===== src/rtl/ahb_apb_bridge_ctrl_if.sv =====
// AHB/APB bus bundle for the AHB-to-APB bridge controller.
// slave  : the bridge's view (AHB slave, APB master side outputs).
// master : the view of whatever drives the AHB side and returns Prdata.
interface ahb_apb_bridge_ctrl_if;
    // AHB side
    logic        Hwrite;
    logic        Hreadyin;
    logic [1:0]  Htrans;
    logic [31:0] Haddr;
    logic [31:0] Hwdata;
    logic        Hreadyout;
    logic [1:0]  Hresp;
    logic [31:0] Hrdata;
    // APB side
    logic [31:0] Paddr;
    logic [31:0] Pwdata;
    logic        Pwrite;
    logic        Penable;
    logic [3:0]  Pselx;
    logic [31:0] Prdata;

    modport slave (
        input  Hwrite, Hreadyin, Htrans, Haddr, Hwdata, Prdata,
        output Hreadyout, Hresp, Hrdata, Paddr, Pwdata, Pwrite, Penable, Pselx
    );

    modport master (
        output Hwrite, Hreadyin, Htrans, Haddr, Hwdata, Prdata,
        input  Hreadyout, Hresp, Hrdata, Paddr, Pwdata, Pwrite, Penable, Pselx
    );
endinterface


===== src/rtl/ahb_apb_bridge_ctrl.sv =====
// AHB-to-APB bridge controller.
// Accepts one AHB transfer at a time from IDLE, decodes it into one of four
// APB selects and runs a SETUP/ENABLE APB cycle. Writes spend one extra
// cycle (WWAIT) collecting Hwdata from the AHB data phase.
// Optional feature: define BRIDGE_ERR_RESP_EN to answer out-of-window
// transfers with a two-cycle AHB ERROR response; otherwise they are ignored.
module ahb_apb_bridge_ctrl #(
    parameter logic [31:0] BASE_ADDR = 32'h8000_0000,
    parameter logic [31:0] SLV_SPAN  = 32'h0400_0000
) (
    input logic                  clock,
    input logic                  Presetn,
    ahb_apb_bridge_ctrl_if.slave bus
);

    localparam logic [1:0] RESP_OKAY = 2'b00;
`ifdef BRIDGE_ERR_RESP_EN
    localparam logic [1:0] RESP_ERROR = 2'b01;
`endif

    // Window boundaries, 34 bits wide so 4*SLV_SPAN cannot overflow.
    localparam logic [33:0] SPAN1 = {2'b00, SLV_SPAN};
    localparam logic [33:0] SPAN2 = SPAN1 << 1;
    localparam logic [33:0] SPAN3 = SPAN1 + SPAN2;
    localparam logic [33:0] SPAN4 = SPAN1 << 2;

`ifdef BRIDGE_ERR_RESP_EN
    typedef enum logic [2:0] {IDLE, WWAIT, SETUP, ENABLE, ERR1, ERR2} state_t;
`else
    typedef enum logic [2:0] {IDLE, WWAIT, SETUP, ENABLE} state_t;
`endif

    state_t      state;
    logic [3:0]  sel_q;       // select held while a write waits for its data
    logic [33:0] offs;
    logic [3:0]  dec_sel;
    logic        in_range;
    logic        htrans_act;
    logic        xfer_valid;

    // Address decode: offset below BASE wraps into the top bits, so it is
    // caught by the same upper-bound compare as addresses past the window.
    always_comb begin
        offs    = {2'b00, bus.Haddr} - {2'b00, BASE_ADDR};
        dec_sel = 4'b0000;
        if (offs < SPAN1)      dec_sel = 4'b0001;
        else if (offs < SPAN2) dec_sel = 4'b0010;
        else if (offs < SPAN3) dec_sel = 4'b0100;
        else if (offs < SPAN4) dec_sel = 4'b1000;
    end

    // A transfer is only taken when the master drives NONSEQ/SEQ and the
    // previous data phase is finishing on this edge.
    always_comb begin
        in_range   = (dec_sel != 4'b0000);
        htrans_act = (bus.Htrans == 2'b10) || (bus.Htrans == 2'b11);
        xfer_valid = bus.Hreadyin && htrans_act && bus.Hreadyout;
    end

    // Bridge FSM; every bus output is a register updated on the transition.
    always_ff @(posedge clock or negedge Presetn) begin
        if (!Presetn) begin
            state         <= IDLE;
            sel_q         <= 4'b0000;
            bus.Hreadyout <= 1'b1;
            bus.Hresp     <= RESP_OKAY;
            bus.Hrdata    <= 32'h0;
            bus.Paddr     <= 32'h0;
            bus.Pwdata    <= 32'h0;
            bus.Pwrite    <= 1'b0;
            bus.Penable   <= 1'b0;
            bus.Pselx     <= 4'b0000;
        end else begin
            case (state)
                IDLE: begin
                    bus.Hreadyout <= 1'b1;
                    bus.Hresp     <= RESP_OKAY;
                    bus.Pselx     <= 4'b0000;
                    bus.Penable   <= 1'b0;
                    if (xfer_valid && in_range) begin
                        bus.Paddr     <= bus.Haddr;
                        bus.Pwrite    <= bus.Hwrite;
                        sel_q         <= dec_sel;
                        bus.Hreadyout <= 1'b0;
                        if (bus.Hwrite) begin
                            state <= WWAIT;
                        end else begin
                            // Reads go straight to SETUP, so present the select now.
                            bus.Pselx <= dec_sel;
                            state     <= SETUP;
                        end
                    end
`ifdef BRIDGE_ERR_RESP_EN
                    else if (xfer_valid) begin
                        bus.Hresp     <= RESP_ERROR;
                        bus.Hreadyout <= 1'b0;
                        state         <= ERR1;
                    end
`endif
                end
                WWAIT: begin
                    // Hwdata belongs to the data phase, valid in this cycle.
                    bus.Pwdata <= bus.Hwdata;
                    bus.Pselx  <= sel_q;
                    state      <= SETUP;
                end
                SETUP: begin
                    bus.Penable <= 1'b1;
                    state       <= ENABLE;
                end
                ENABLE: begin
                    if (!bus.Pwrite) bus.Hrdata <= bus.Prdata;
                    bus.Pselx     <= 4'b0000;
                    bus.Penable   <= 1'b0;
                    bus.Hreadyout <= 1'b1;
                    state         <= IDLE;
                end
`ifdef BRIDGE_ERR_RESP_EN
                ERR1: begin
                    // Second half of the two-cycle ERROR response.
                    bus.Hreadyout <= 1'b1;
                    state         <= ERR2;
                end
                ERR2: begin
                    bus.Hresp <= RESP_OKAY;
                    state     <= IDLE;
                end
`endif
                default: begin
                    bus.Hreadyout <= 1'b1;
                    bus.Hresp     <= RESP_OKAY;
                    bus.Pselx     <= 4'b0000;
                    bus.Penable   <= 1'b0;
                    state         <= IDLE;
                end
            endcase
        end
    end

endmodule


===== src/flat_wrapper.sv =====
// flat-port wrapper written by rule: the top's interface ports become plain ports
module ahb_apb_bridge_ctrl_flat 
#(
    parameter logic [31:0] BASE_ADDR = 32'h8000_0000,
    parameter logic [31:0] SLV_SPAN  = 32'h0400_0000
)
  (clock, Presetn, bus_Hwrite, bus_Hreadyin, bus_Htrans, bus_Haddr, bus_Hwdata, bus_Prdata, bus_Hreadyout, bus_Hresp, bus_Hrdata, bus_Paddr, bus_Pwdata, bus_Pwrite, bus_Penable, bus_Pselx);
  ahb_apb_bridge_ctrl_if bus_i ();
  input logic clock;
  input logic Presetn;
  input wire logic [$bits(bus_i.Hwrite)-1:0] bus_Hwrite;
  input wire logic [$bits(bus_i.Hreadyin)-1:0] bus_Hreadyin;
  input wire logic [$bits(bus_i.Htrans)-1:0] bus_Htrans;
  input wire logic [$bits(bus_i.Haddr)-1:0] bus_Haddr;
  input wire logic [$bits(bus_i.Hwdata)-1:0] bus_Hwdata;
  input wire logic [$bits(bus_i.Prdata)-1:0] bus_Prdata;
  output wire logic [$bits(bus_i.Hreadyout)-1:0] bus_Hreadyout;
  output wire logic [$bits(bus_i.Hresp)-1:0] bus_Hresp;
  output wire logic [$bits(bus_i.Hrdata)-1:0] bus_Hrdata;
  output wire logic [$bits(bus_i.Paddr)-1:0] bus_Paddr;
  output wire logic [$bits(bus_i.Pwdata)-1:0] bus_Pwdata;
  output wire logic [$bits(bus_i.Pwrite)-1:0] bus_Pwrite;
  output wire logic [$bits(bus_i.Penable)-1:0] bus_Penable;
  output wire logic [$bits(bus_i.Pselx)-1:0] bus_Pselx;
  assign bus_i.Hwrite = bus_Hwrite;
  assign bus_i.Hreadyin = bus_Hreadyin;
  assign bus_i.Htrans = bus_Htrans;
  assign bus_i.Haddr = bus_Haddr;
  assign bus_i.Hwdata = bus_Hwdata;
  assign bus_i.Prdata = bus_Prdata;
  assign bus_Hreadyout = bus_i.Hreadyout;
  assign bus_Hresp = bus_i.Hresp;
  assign bus_Hrdata = bus_i.Hrdata;
  assign bus_Paddr = bus_i.Paddr;
  assign bus_Pwdata = bus_i.Pwdata;
  assign bus_Pwrite = bus_i.Pwrite;
  assign bus_Penable = bus_i.Penable;
  assign bus_Pselx = bus_i.Pselx;
  ahb_apb_bridge_ctrl #(.BASE_ADDR(BASE_ADDR), .SLV_SPAN(SLV_SPAN)) u_core (.clock(clock), .Presetn(Presetn), .bus(bus_i));
endmodule

===== config.mk =====
export PLATFORM = sky130hd
export DESIGN_NAME = ahb_apb_bridge_ctrl_flat
export DESIGN_NICKNAME = d
export VERILOG_FILES = /design/src/rtl/ahb_apb_bridge_ctrl_if.sv /design/src/rtl/ahb_apb_bridge_ctrl.sv /design/src/flat_wrapper.sv
export SDC_FILE = /design/constraint.sdc
export NUM_CORES = 1
export LEC_CHECK = 0
export ABC_CLOCK_PERIOD_IN_PS = 2200
export BUFFER_PORTS_ARGS = -buffer_cell sky130_fd_sc_hd__buf_2
export CORE_MARGIN = 1.5
export CORE_UTILIZATION = 45
export CTS_CLUSTER_SIZE = 30
export DETAILED_ROUTE_END_ITERATION = 6
export HOLD_SLACK_MARGIN = 0.15
export PLACE_DENSITY = 0.78
export SYNTH_ARGS = -nofsm -noshare
export SYNTH_HDL_FRONTEND = slang
export SYNTH_SLANG_ARGS = --single-unit

===== constraint.sdc =====
create_clock -name clock -period 2.2 [get_ports clock]
set_clock_uncertainty 0.2 [all_clocks]
set_input_delay 0.33 -clock clock [delete_from_list [all_inputs] [get_ports clock]]
set_output_delay 0.33 -clock clock [all_outputs]
set_load 0.01 [all_outputs]

==> results of run 1 <==
## power groups by stage
stage                     registers (W)  clock network, W  logic, W
after floorplan                 0.00364                 0   0.00133
after global placement          0.00322                 0   0.00285
after detailed placement        0.00327                 0   0.00294
after CTS                       0.00323           0.00117   0.00307
after global routing            0.00336           0.00124   0.00332
final                           0.00326           0.00113   0.00309
## metal layers
layer	vias to the layer above	GRT usage, %
met3	17	5.20
met1	1609	24.0
li1	1556	-
met4	0	7.15
met2	137	41.1
met5	-	0
## cells by family (layout without fill, tap and decap cells)
group | count (synthesis) | count (layout) | share of synthesized area (%)
AO/OA/AOI/OAI | 9 | 9 | 1.75
adder cells (fa/ha/maj) | 4 | 4 | 1.16
other | 1 | 2 | 0.0873
flip-flops | 109 | 109 | 63.5
AND/OR/NAND/NOR | 29 | 29 | 3.90
buffers and inverters | 20 | 328 | 2.68
multiplexers | 99 | 99 | 26.9
## final cells by class
type                       instances  area (um2)
clock buffer                      11         141
clock inverter                     5        40.0
inverter                           6        22.5
sequential                       109        2730
fill                             600        2600
timing repair buffer             306        2080
tap                              129         161
multi-input combinational        143        1470
## registers in the layout (all words and copies together) (netlist names)
register	flops
u_core.bus.Hrdata	32
u_core.bus.Paddr	32
u_core.bus.Pwdata	32
u_core.bus.Pselx	4
u_core.sel_q	4
u_core.state	2
u_core.bus.Hreadyout	1
u_core.bus.Penable	1
u_core.bus.Pwrite	1
## worst max-delay path: stages
cell and delay (ns):
dlygate4sd3_1 0.53, buf_2 0.14, nor3_4 0.15, dlygate4sd3_1 0.57, nand2_1 0.07, a311o_1 0.36
## how the worst max path moves through the flow
stage                                startpoint                                to  slack [ns]  cells past startpoint
2_1_floorplan  u_core.bus.Hreadyout$_DFFE_PN1N_   u_core.bus.Paddr[0]$_DFFE_PN0P_        0.42                      5
3_3_place_gp        u_core.state[0]$_DFFE_PN0P_  u_core.bus.Paddr[10]$_DFFE_PN0P_        0.40                      5
3_5_place_dp        u_core.state[1]$_DFFE_PN0P_   u_core.bus.Paddr[1]$_DFFE_PN0P_        0.34                      5
4_1_cts                           bus_Haddr[30]       u_core.state[0]$_DFFE_PN0P_        0.09                      6
5_1_grt                           bus_Haddr[30]       u_core.state[0]$_DFFE_PN0P_        0.02                      6
6_report                          bus_Haddr[30]       u_core.state[0]$_DFFE_PN0P_        0.09                      6
## through the flow
stage	utilization (%)	std cells	cell area, um2
floorplan	-	272	4300
detailed placement	59.4	597	5490
global placement	59.4	597	5490
CTS	71.8	709	6640
global route	71.9	709	6640
finish	71.9	709	6640
## placed cells by master (no fill, tap or decap), types with 2 or more instances in the layout
master         instances
mux2i_1                3
o221ai_1               3
ha_1                   4
buf_12                 4
dfrtp_1              108
conb_1                 2
nand3b_1               2
inv_1                  6
nand2b_1               4
buf_4                  4
buf_2                202
inv_6                  4
nand2_1                9
mux2_2                84
and2_1                 3
nor2_1                 2
clkbuf_8              10
dlygate4sd3_1         96
mux2_4                12
nand4_1                2
## what timing repair did
action / CTS / global route
resized for setup: 0 / 1
hold buffers: 96 / 0
setup endpoints to repair: 0 / 1
endpoints found under the hold margin: 208 / 0
buffers inserted: 0 / 0
==> results.py, run 1 <==
metrics = {
    "drt": {
        "highest-signal-layer": "met4",
        "wl_met3_um": 737,
        "wl_per_cell_um": 15.6,
        "wl_met1_um": 4150,
        "totalWireLength_um": 11000,
        "routed_via_density": 4.68,
        "routed-wl-met2_um": 5960,
        "first_iter_violations": 56,
        "drt_first_pass_iters": 4,
        "antenna_left": 0,
        "drc": 0,
        "vias": 3319,
    },
    "critical_path": {
        "arrival_ns": 2.14,
        "reg2reg_depth": 5,
        "r2r_start": "u_core.state[1]$_DFFE_PN0P_",
        "rr_endpoint": "u_core.bus.Paddr[4]$_DFFE_PN0P_",
        "critPathLaunchType": "input port",
        "path_class": "in -> reg",
        "rrSetupSlack_ns": 0.32,
        "cp.required_ns": 2.24,
        "end_kind": "flip-flop",
        "path_max_fanout": 3,
    },
    "sta": {
        "fin_tns_setup_ns": 0,
        "rsz0062_at_grt": "false",
        "hold_viol": 0,
        "min_period_ns": 2.11,
        "finalSetupViolations": 0,
        "drv_slew": 0,
        "fmax_mhz": 475,
        "whs_ns": 0.204,
        "setup_ws_ns": 0.0948,
        "fin_crit_sh_pct": 95.7,
    },
    "run": {
        "drv_cap": 0,
    },
    "power": {
        "irDropWorstVdd_mv": 0.586,
        "total_power_w": 0.00748,
        "swShare_pct": 33.5,
        "seqPwrFrac_pct": 43.6,
        "switchingPower_w": 0.00251,
        "leakage_nw": 3.37,
        "p_comb_share_pct": 41.3,
        "power.density_nw_per_um2": 1130,
        "intPower_w": 0.00497,
        "p_clk_share_pct": 15.1,
    },
    "clock_tree": {
        "cts_tree": "built",
        "cts_root_buf": "clkbuf_8",
        "numCtsBuffers": 9,
        "clk_pin_slew_worst_paths_ns": 0.11,
        "clock_path_buffers": 2,
        "clock_sinks": 109,
        "htreeDepth": 3,
        "clock_latency_ns": 0.35,
    },
    "synthesis": {
        "synth_edf_count": 0,
        "yosysUniqueCellTypes": 31,
        "synth.area.top_cells": "dfrtp_1, mux2_2, mux2_4",
        "yosysWarnings": 0,
        "synth_common_cells": "dfrtp_1, mux2_2, mux2_4",
        "netlist.area_leader.share_pct": 62.9,
        "synth_most_common_cell": "dfrtp_1",
        "ys_seq_area_share_pct": 63.5,
        "ys_async_sr_fraction_pct": 100,
        "netlist_instances": 271,
        "ys_ff_latch": 109,
        "synth_area_per_cell_um2": 15.9,
        "syn_area_um2": 4300,
        "synthFlopType": "dfrtp_1",
        "yosys.area.top_type": "dfrtp_1",
    },
    "cells_and_area": {
        "fin_nets": 681,
        "drive_above_1_share_pct": 56.4,
        "n_antenna_cell": 0,
        "syn_to_final_growth_pct": 54.6,
    },
    "floorplanning": {
        "die_h_um": 101,
        "rows": 35,
        "io_pins": 207,
        "start_util_pct": 46.5,
        "design.die.area_um2": 10100,
        "core-area_um2": 9240,
        "die_w_um": 101,
    },
    "global_routing": {
        "grt_use_total_pct": 21.8,
        "grt_overflow": 0,
        "antenna_found_initial": 0,
        "grt_max_degree": 58,
        "grt_pass1_vias": 3607,
        "grt_first_pass_wirelength_um": 17100,
    },
    "placed_design": {
        "portBuffers": 203,
        "gp_congestion": 0.698,
        "dp_hpwl_um": 6570,
        "place_ws_ns": 0.344,
    },
    "hold_path": {
        "hold_class": "in -> async",
    },
    "outcome": {
        "status": "complete, no violations",
    },
}
Power figures use the tool's default switching activity.
==> run 2: changes to the inputs <==
==> constraint.sdc (replaced) <==
create_clock -name clock -period 2.2 [get_ports clock]
set_clock_uncertainty 0.2 [all_clocks]
set_input_delay 0.22 -clock clock [delete_from_list [all_inputs] [get_ports clock]]
set_output_delay 0.22 -clock clock [all_outputs]
set_load 0.01 [all_outputs]
==> results.py, run 2 (synthesis gave the netlist of run 1 again) <==
metrics = {
    "drt": {
        "totalWireLength_um": 11100,
        "routed_via_density": 4.73,
        "wl_met1_um": 4230,
        "drc": 0,
        "antenna_left": 0,
        "wl_met3_um": 802,
        "highest-signal-layer": "met4",
        "first_iter_violations": 58,
        "vias": 3376,
        "routed-wl-met2_um": 5890,
        "drt_first_pass_iters": 6,
        "wl_per_cell_um": 15.6,
    },
    "sta": {
        "drv_slew": 0,
        "fmax_mhz": 482,
        "fin_tns_setup_ns": 0,
        "worst_slew_pin_slew_ns": 0.900,
        "hold_viol": 0,
        "min_period_ns": 2.07,
        "rsz0062_at_grt": "false",
        "relSlewSlack_pct": 39.8,
        "fin_crit_sh_pct": 94.2,
        "finalSetupViolations": 0,
        "setup_ws_ns": 0.127,
    },
    "floorplanning": {
        "rows": 35,
        "start_util_pct": 46.5,
        "core-area_um2": 9240,
        "die_w_um": 101,
        "die_h_um": 101,
        "design.die.area_um2": 10100,
        "io_pins": 207,
    },
    "placed_design": {
        "gp_congestion": 0.729,
        "place_ws_ns": 0.156,
        "dp_hpwl_um": 6800,
        "portBuffers": 203,
    },
    "global_routing": {
        "grt_use_total_pct": 22.5,
        "grt_first_pass_wirelength_um": 17800,
        "grt_overflow": 0,
        "grt_max_degree": 58,
        "grt_pass1_vias": 3734,
        "antenna_found_initial": 0,
    },
    "cells_and_area": {
        "syn_to_final_growth_pct": 55.3,
        "n_antenna_cell": 0,
        "mostFrequentLayoutCells": "buf_2, dfrtp_1, dlygate4sd3_1",
        "top_regs": "u_core.bus.Hrdata (32), u_core.bus.Paddr (32), u_core.bus.Pwdata (32)",
        "fin_nets": 685,
        "drive_above_1_share_pct": 56.3,
        "final_common_cell": "buf_2",
    },
    "clock_tree": {
        "cts_root_buf": "clkbuf_8",
        "numCtsBuffers": 9,
        "htreeDepth": 3,
        "clock_path_buffers": 2,
        "cts_tree": "built",
        "clock_sinks": 109,
        "cts-resized-gates": 0,
        "clk_pin_slew_worst_paths_ns": 0.10,
        "clock_latency_ns": 0.35,
    },
    "hold_path": {
        "holdCritStartpoint": "bus_Haddr[29]",
        "hold_class": "in -> reg",
    },
    "critical_path": {
        "crit_start": "u_core.state[1]$_DFFE_PN0P_",
        "rr_endpoint": "u_core.bus.Paddr[4]$_DFFE_PN0P_",
        "cp.required_ns": 2.24,
        "rrSetupSlack_ns": 0.13,
        "endpoint": "u_core.bus.Paddr[4]$_DFFE_PN0P_",
        "end_kind": "flip-flop",
        "r2r_start": "u_core.state[1]$_DFFE_PN0P_",
        "path_max_fanout": 8,
        "path_class": "reg -> reg",
        "arrival_ns": 2.11,
        "reg2reg_depth": 5,
        "critPathLaunchType": "flip-flop",
    },
    "power": {
        "switchingPower_w": 0.00251,
        "irDropWorstVdd_mv": 0.532,
        "leakage_nw": 3.39,
        "swShare_pct": 33.6,
        "intPower_w": 0.00497,
        "p_clk_share_pct": 14.9,
        "power.density_nw_per_um2": 1120,
        "seqPwrFrac_pct": 43.7,
        "p_comb_share_pct": 41.4,
    },
    "outcome": {
        "status": "complete, no violations",
    },
    "run": {
        "drv_cap": 0,
    },
}
## run 2: worst min path at each step
stage	to	slack, ns	cells past startpoint
2_1_floorplan	u_core.bus.Hrdata[0]$_DFFE_PN0P_	-0.28	0
3_3_place_gp	u_core.bus.Hrdata[9]$_DFFE_PN0P_	-0.08	1
3_5_place_dp	u_core.bus.Hrdata[8]$_DFFE_PN0P_	-0.07	1
4_1_cts	u_core.bus.Pselx[0]$_DFFE_PN0N_	0.15	4
5_1_grt	u_core.bus.Pselx[1]$_DFFE_PN0N_	0.19	4
6_report	u_core.bus.Pselx[0]$_DFFE_PN0N_	0.17	4
## run 2: timing repair
action	in CTS	in global routing
hold endpoints to repair	212	0
hold buffers	99	0
buffers inserted	0	0
## run 2: final cells by class
class                   instances  area, um2
flip-flops and latches        109       2730
fillers                       610       2570
repair buffers                310       2120
multi-input cells             143       1460
well taps                     129        161
clock buffers                  10        138
clock inverters                 6       45.0
inverters                       6       22.5
## run 2: layer usage
metal | up-vias | global-route usage [%]
li1 | 1564 | -
met1 | 1662 | 25.0
met2 | 135 | 41.6
met3 | 15 | 6.66
met4 | 0 | 6.39
met5 | - | 0
## run 2: per-stage QoR
step	instance area, um2	hold slack (ns)	utilization (%)	cells	total power, W
final	6670	0.168	72.2	713	0.00748
after detailed placement	5500	-0.0659	59.5	598	0.00621
after floorplan	4300	-0.276	-	272	0.00497
after CTS	6670	0.152	72.2	713	0.00747
after global routing	6670	0.192	72.2	713	0.00796
after global placement	5500	-0.0759	59.5	598	0.00607
## run 2: power groups by stage
stage / combinational, W / sequential (W) / clock (W)
after floorplan: 0.00133 / 0.00364 / 0
after global placement: 0.00285 / 0.00322 / 0
after detailed placement: 0.00293 / 0.00328 / 0
after CTS: 0.00307 / 0.00324 / 0.00116
after global routing: 0.00334 / 0.00338 / 0.00123
final: 0.00309 / 0.00327 / 0.00112
## run 2: worst max-delay path, cell delays in order, from the launching register on
cell	delay [ns]
dfrtp_1	0.43
inv_1	0.14
ha_1	0.32
nand3_2	0.29
buf_4	0.28
mux2_4	0.29
==> run 3: changes to the inputs <==
--- a/config.mk
+++ b/config.mk
@@ -5,6 +5,7 @@
 export SDC_FILE = /design/constraint.sdc
 export NUM_CORES = 1
 export LEC_CHECK = 0
+export ABC_AREA = 1
 export ABC_CLOCK_PERIOD_IN_PS = 2200
 export BUFFER_PORTS_ARGS = -buffer_cell sky130_fd_sc_hd__buf_2
 export CORE_MARGIN = 1.5
==> results.py, run 3 <==
metrics = {
    "hold_path": {
        "hold_class": "in -> async",
    },
    "outcome": {
        "status": "complete, no violations",
    },
    "synthesis": {
        "synth_common_cells": "nand2_1, dfrtp_1, mux2_2",
        "netlist_instances": 360,
        "ys_ff_latch": 109,
        "yosys.area.top_type": "dfrtp_1",
        "syn_area_um2": 4270,
        "synth.area.top_cells": "dfrtp_1, mux2_2, nand2_1",
        "synth_area_per_cell_um2": 11.9,
        "synthFlopType": "dfrtp_1",
        "synth_edf_count": 0,
        "synth_most_common_cell": "nand2_1",
        "yosysWarnings": 0,
        "yosysUniqueCellTypes": 20,
        "netlist.area_leader.share_pct": 63.3,
        "ys_async_sr_fraction_pct": 100,
        "ys_seq_area_share_pct": 63.9,
    },
    "global_routing": {
        "grt_use_total_pct": 22.8,
        "grt_overflow": 0,
        "grt_first_pass_wirelength_um": 18000,
        "antenna_found_initial": 0,
        "grt_pass1_vias": 3791,
        "grt_max_degree": 40,
    },
    "sta": {
        "fin_crit_sh_pct": 91.7,
        "finalSetupViolations": 0,
        "rsz0062_at_grt": "false",
        "fmax_mhz": 496,
        "fin_tns_setup_ns": 0,
        "drv_slew": 0,
        "hold_viol": 0,
        "min_period_ns": 2.02,
    },
    "drt": {
        "routed_via_density": 4.58,
        "drt_first_pass_iters": 4,
        "vias": 3643,
        "first_iter_violations": 89,
        "totalWireLength_um": 11200,
        "antenna_left": 0,
        "drc": 0,
        "wl_per_cell_um": 14.0,
    },
    "clock_tree": {
        "cts_tree": "built",
        "clk_pin_slew_worst_paths_ns": 0.11,
        "cts_setup_buffers": 0,
        "numCtsBuffers": 9,
        "cts_root_buf": "clkbuf_8",
        "htreeDepth": 3,
        "clock_path_buffers": 2,
        "clock_latency_ns": 0.35,
        "clock_sinks": 109,
    },
    "floorplanning": {
        "design.die.area_um2": 10100,
        "die_h_um": 100,
        "rows": 35,
        "io_pins": 207,
        "start_util_pct": 46.2,
        "core-area_um2": 9240,
        "die_w_um": 100,
    },
    "power": {
        "power.density_nw_per_um2": 1100,
        "seqPwrFrac_pct": 44.1,
        "swShare_pct": 33.4,
        "p_clk_share_pct": 17.1,
        "intPower_w": 0.00485,
        "leakage_nw": 3.50,
        "switchingPower_w": 0.00244,
        "irDropWorstVdd_mv": 0.508,
        "p_comb_share_pct": 38.8,
    },
    "critical_path": {
        "cp_cell_sequence": "inv_1 > ha_1 > inv_1 > nor2_4 > buf_4 > nand2_1 > nand2_1",
        "cp.required_ns": 2.29,
        "critPathLaunchType": "flip-flop",
        "path_max_fanout": 27,
        "critPathTopFamily": "buffers and inverters",
        "arrival_ns": 2.11,
        "path_class": "reg -> reg",
        "end_kind": "flip-flop",
        "crit_path_top_delay_cell": "dfrtp_1",
        "path_buf_inv": 3,
        "max_stage_delay_ns": 0.41,
    },
    "cells_and_area": {
        "drive_above_1_share_pct": 44.4,
        "n_antenna_cell": 0,
        "syn_to_final_growth_pct": 55.0,
        "mostFrequentLayoutCells": "buf_2, nand2_1, dfrtp_1",
        "fin_nets": 769,
        "post-route-util_pct": 71.6,
        "final_common_cell": "buf_2",
        "top_regs": "u_core.bus.Hrdata (32), u_core.bus.Paddr (32), u_core.bus.Pwdata (32)",
    },
    "placed_design": {
        "dp_hpwl_um": 6690,
        "gp_congestion": 0.700,
        "portBuffers": 203,
    },
    "run": {
        "drv_cap": 0,
    },
}
-- run 3: cell count changes after synthesis, moves of 6 or more --
cell / previous run / this run
nand2_1: 9 / 120
mux2_2: 84 / 64
mux2_4: 12 / 0
o21ai_0: 0 / 10
inv_1: 6 / 13
nand3_1: 0 / 6
-- run 3: area by class of cell --
class / count / area, um2
sequential: 109 / 2730
timing repair buffer: 308 / 2080
tap: 129 / 161
inverter: 15 / 58.8
fill: 653 / 2620
clock inverter: 5 / 67.6
clock buffer: 10 / 138
multi-input combinational: 220 / 1390
-- run 3: logic make-up after synthesis --
family                   after synthesis  synth area share [%]
flip-flops                           109                  63.9
buffers and inverters                 32                  3.69
adder cells (fa/ha/maj)                4                  1.17
AO/OA/AOI/OAI                         11                  1.29
multiplexers                          64                  16.9
other                                  1                0.0878
AND/OR/NAND/NOR                      139                  13.0
-- run 3: through the flow --
stage | cell area [um2] | hold WS [ns] | worst slack [ns] | std cells | total power, W
global placement | 5430 | 0.0107 | 0.244 | 683 | 0.00580
finish | 6620 | 0.151 | 0.183 | 796 | 0.00728
CTS | 6620 | 0.157 | 0.136 | 796 | 0.00732
detailed placement | 5430 | 0.0253 | 0.157 | 683 | 0.00593
global route | 6620 | 0.177 | 0.0257 | 796 | 0.00777
floorplan | 4270 | -0.276 | 0.474 | 361 | 0.00475
-- run 3: what timing repair did --
| item | CTS | global route |
|---|---|---|
| hold buffers | 98 | 0 |
| setup endpoints to repair | 0 | 5 |
| gates resized for setup | 0 | 2 |
| endpoints found under the hold margin | 211 | 0 |
-- run 3: layer usage --
| metal | part of all wire (%) | GRT usage (%) | vias to the layer above |
|---|---|---|---|
| li1 | - | - | 1762 |
| met5 | 0 | 0 | - |
| met2 | 53 | 42.2 | 137 |
| met1 | 40 | 26.4 | 1729 |
| met3 | 5.9 | 4.67 | 15 |
| met4 | 1.3 | 7.04 | 0 |
-- run 3: path summary, 6_finish.rpt --
path | startpoint | endpoint | slack (ns) | depth (start not counted)
min reg2reg | u_core.bus.Paddr[21]$_DFFE_PN0P_ | u_core.bus.Paddr[21]$_DFFE_PN0P_ | 0.28 | 2
min in group clock | bus_Haddr[31] | u_core.bus.Pselx[3]$_DFFE_PN0N_ | 0.19 | 9
max reg2reg | u_core.state[1]$_DFFE_PN0P_ | u_core.bus.Paddr[24]$_DFFE_PN0P_ | 0.18 | 7
min | Presetn | u_core.bus.Hrdata[3]$_DFFE_PN0P_ | 0.15 | 2
max | u_core.state[1]$_DFFE_PN0P_ | u_core.bus.Paddr[24]$_DFFE_PN0P_ | 0.18 | 7
max in group asynchronous | Presetn | u_core.bus.Pwdata[23]$_DFFE_PN0P_ | 0.91 | 3
-- run 3: power groups by stage --
| stage | clock [W] | combinational [W] | sequential (W) |
|---|---|---|---|
| 2_1_floorplan | 0 | 0.00114 | 0.00361 |
| 3_3_place_gp | 0 | 0.00261 | 0.00318 |
| 3_5_place_dp | 0 | 0.00270 | 0.00324 |
| 4_1_cts | 0.00129 | 0.00283 | 0.00320 |
| 5_1_grt | 0.00137 | 0.00309 | 0.00331 |
| 6_report | 0.00125 | 0.00282 | 0.00322 |
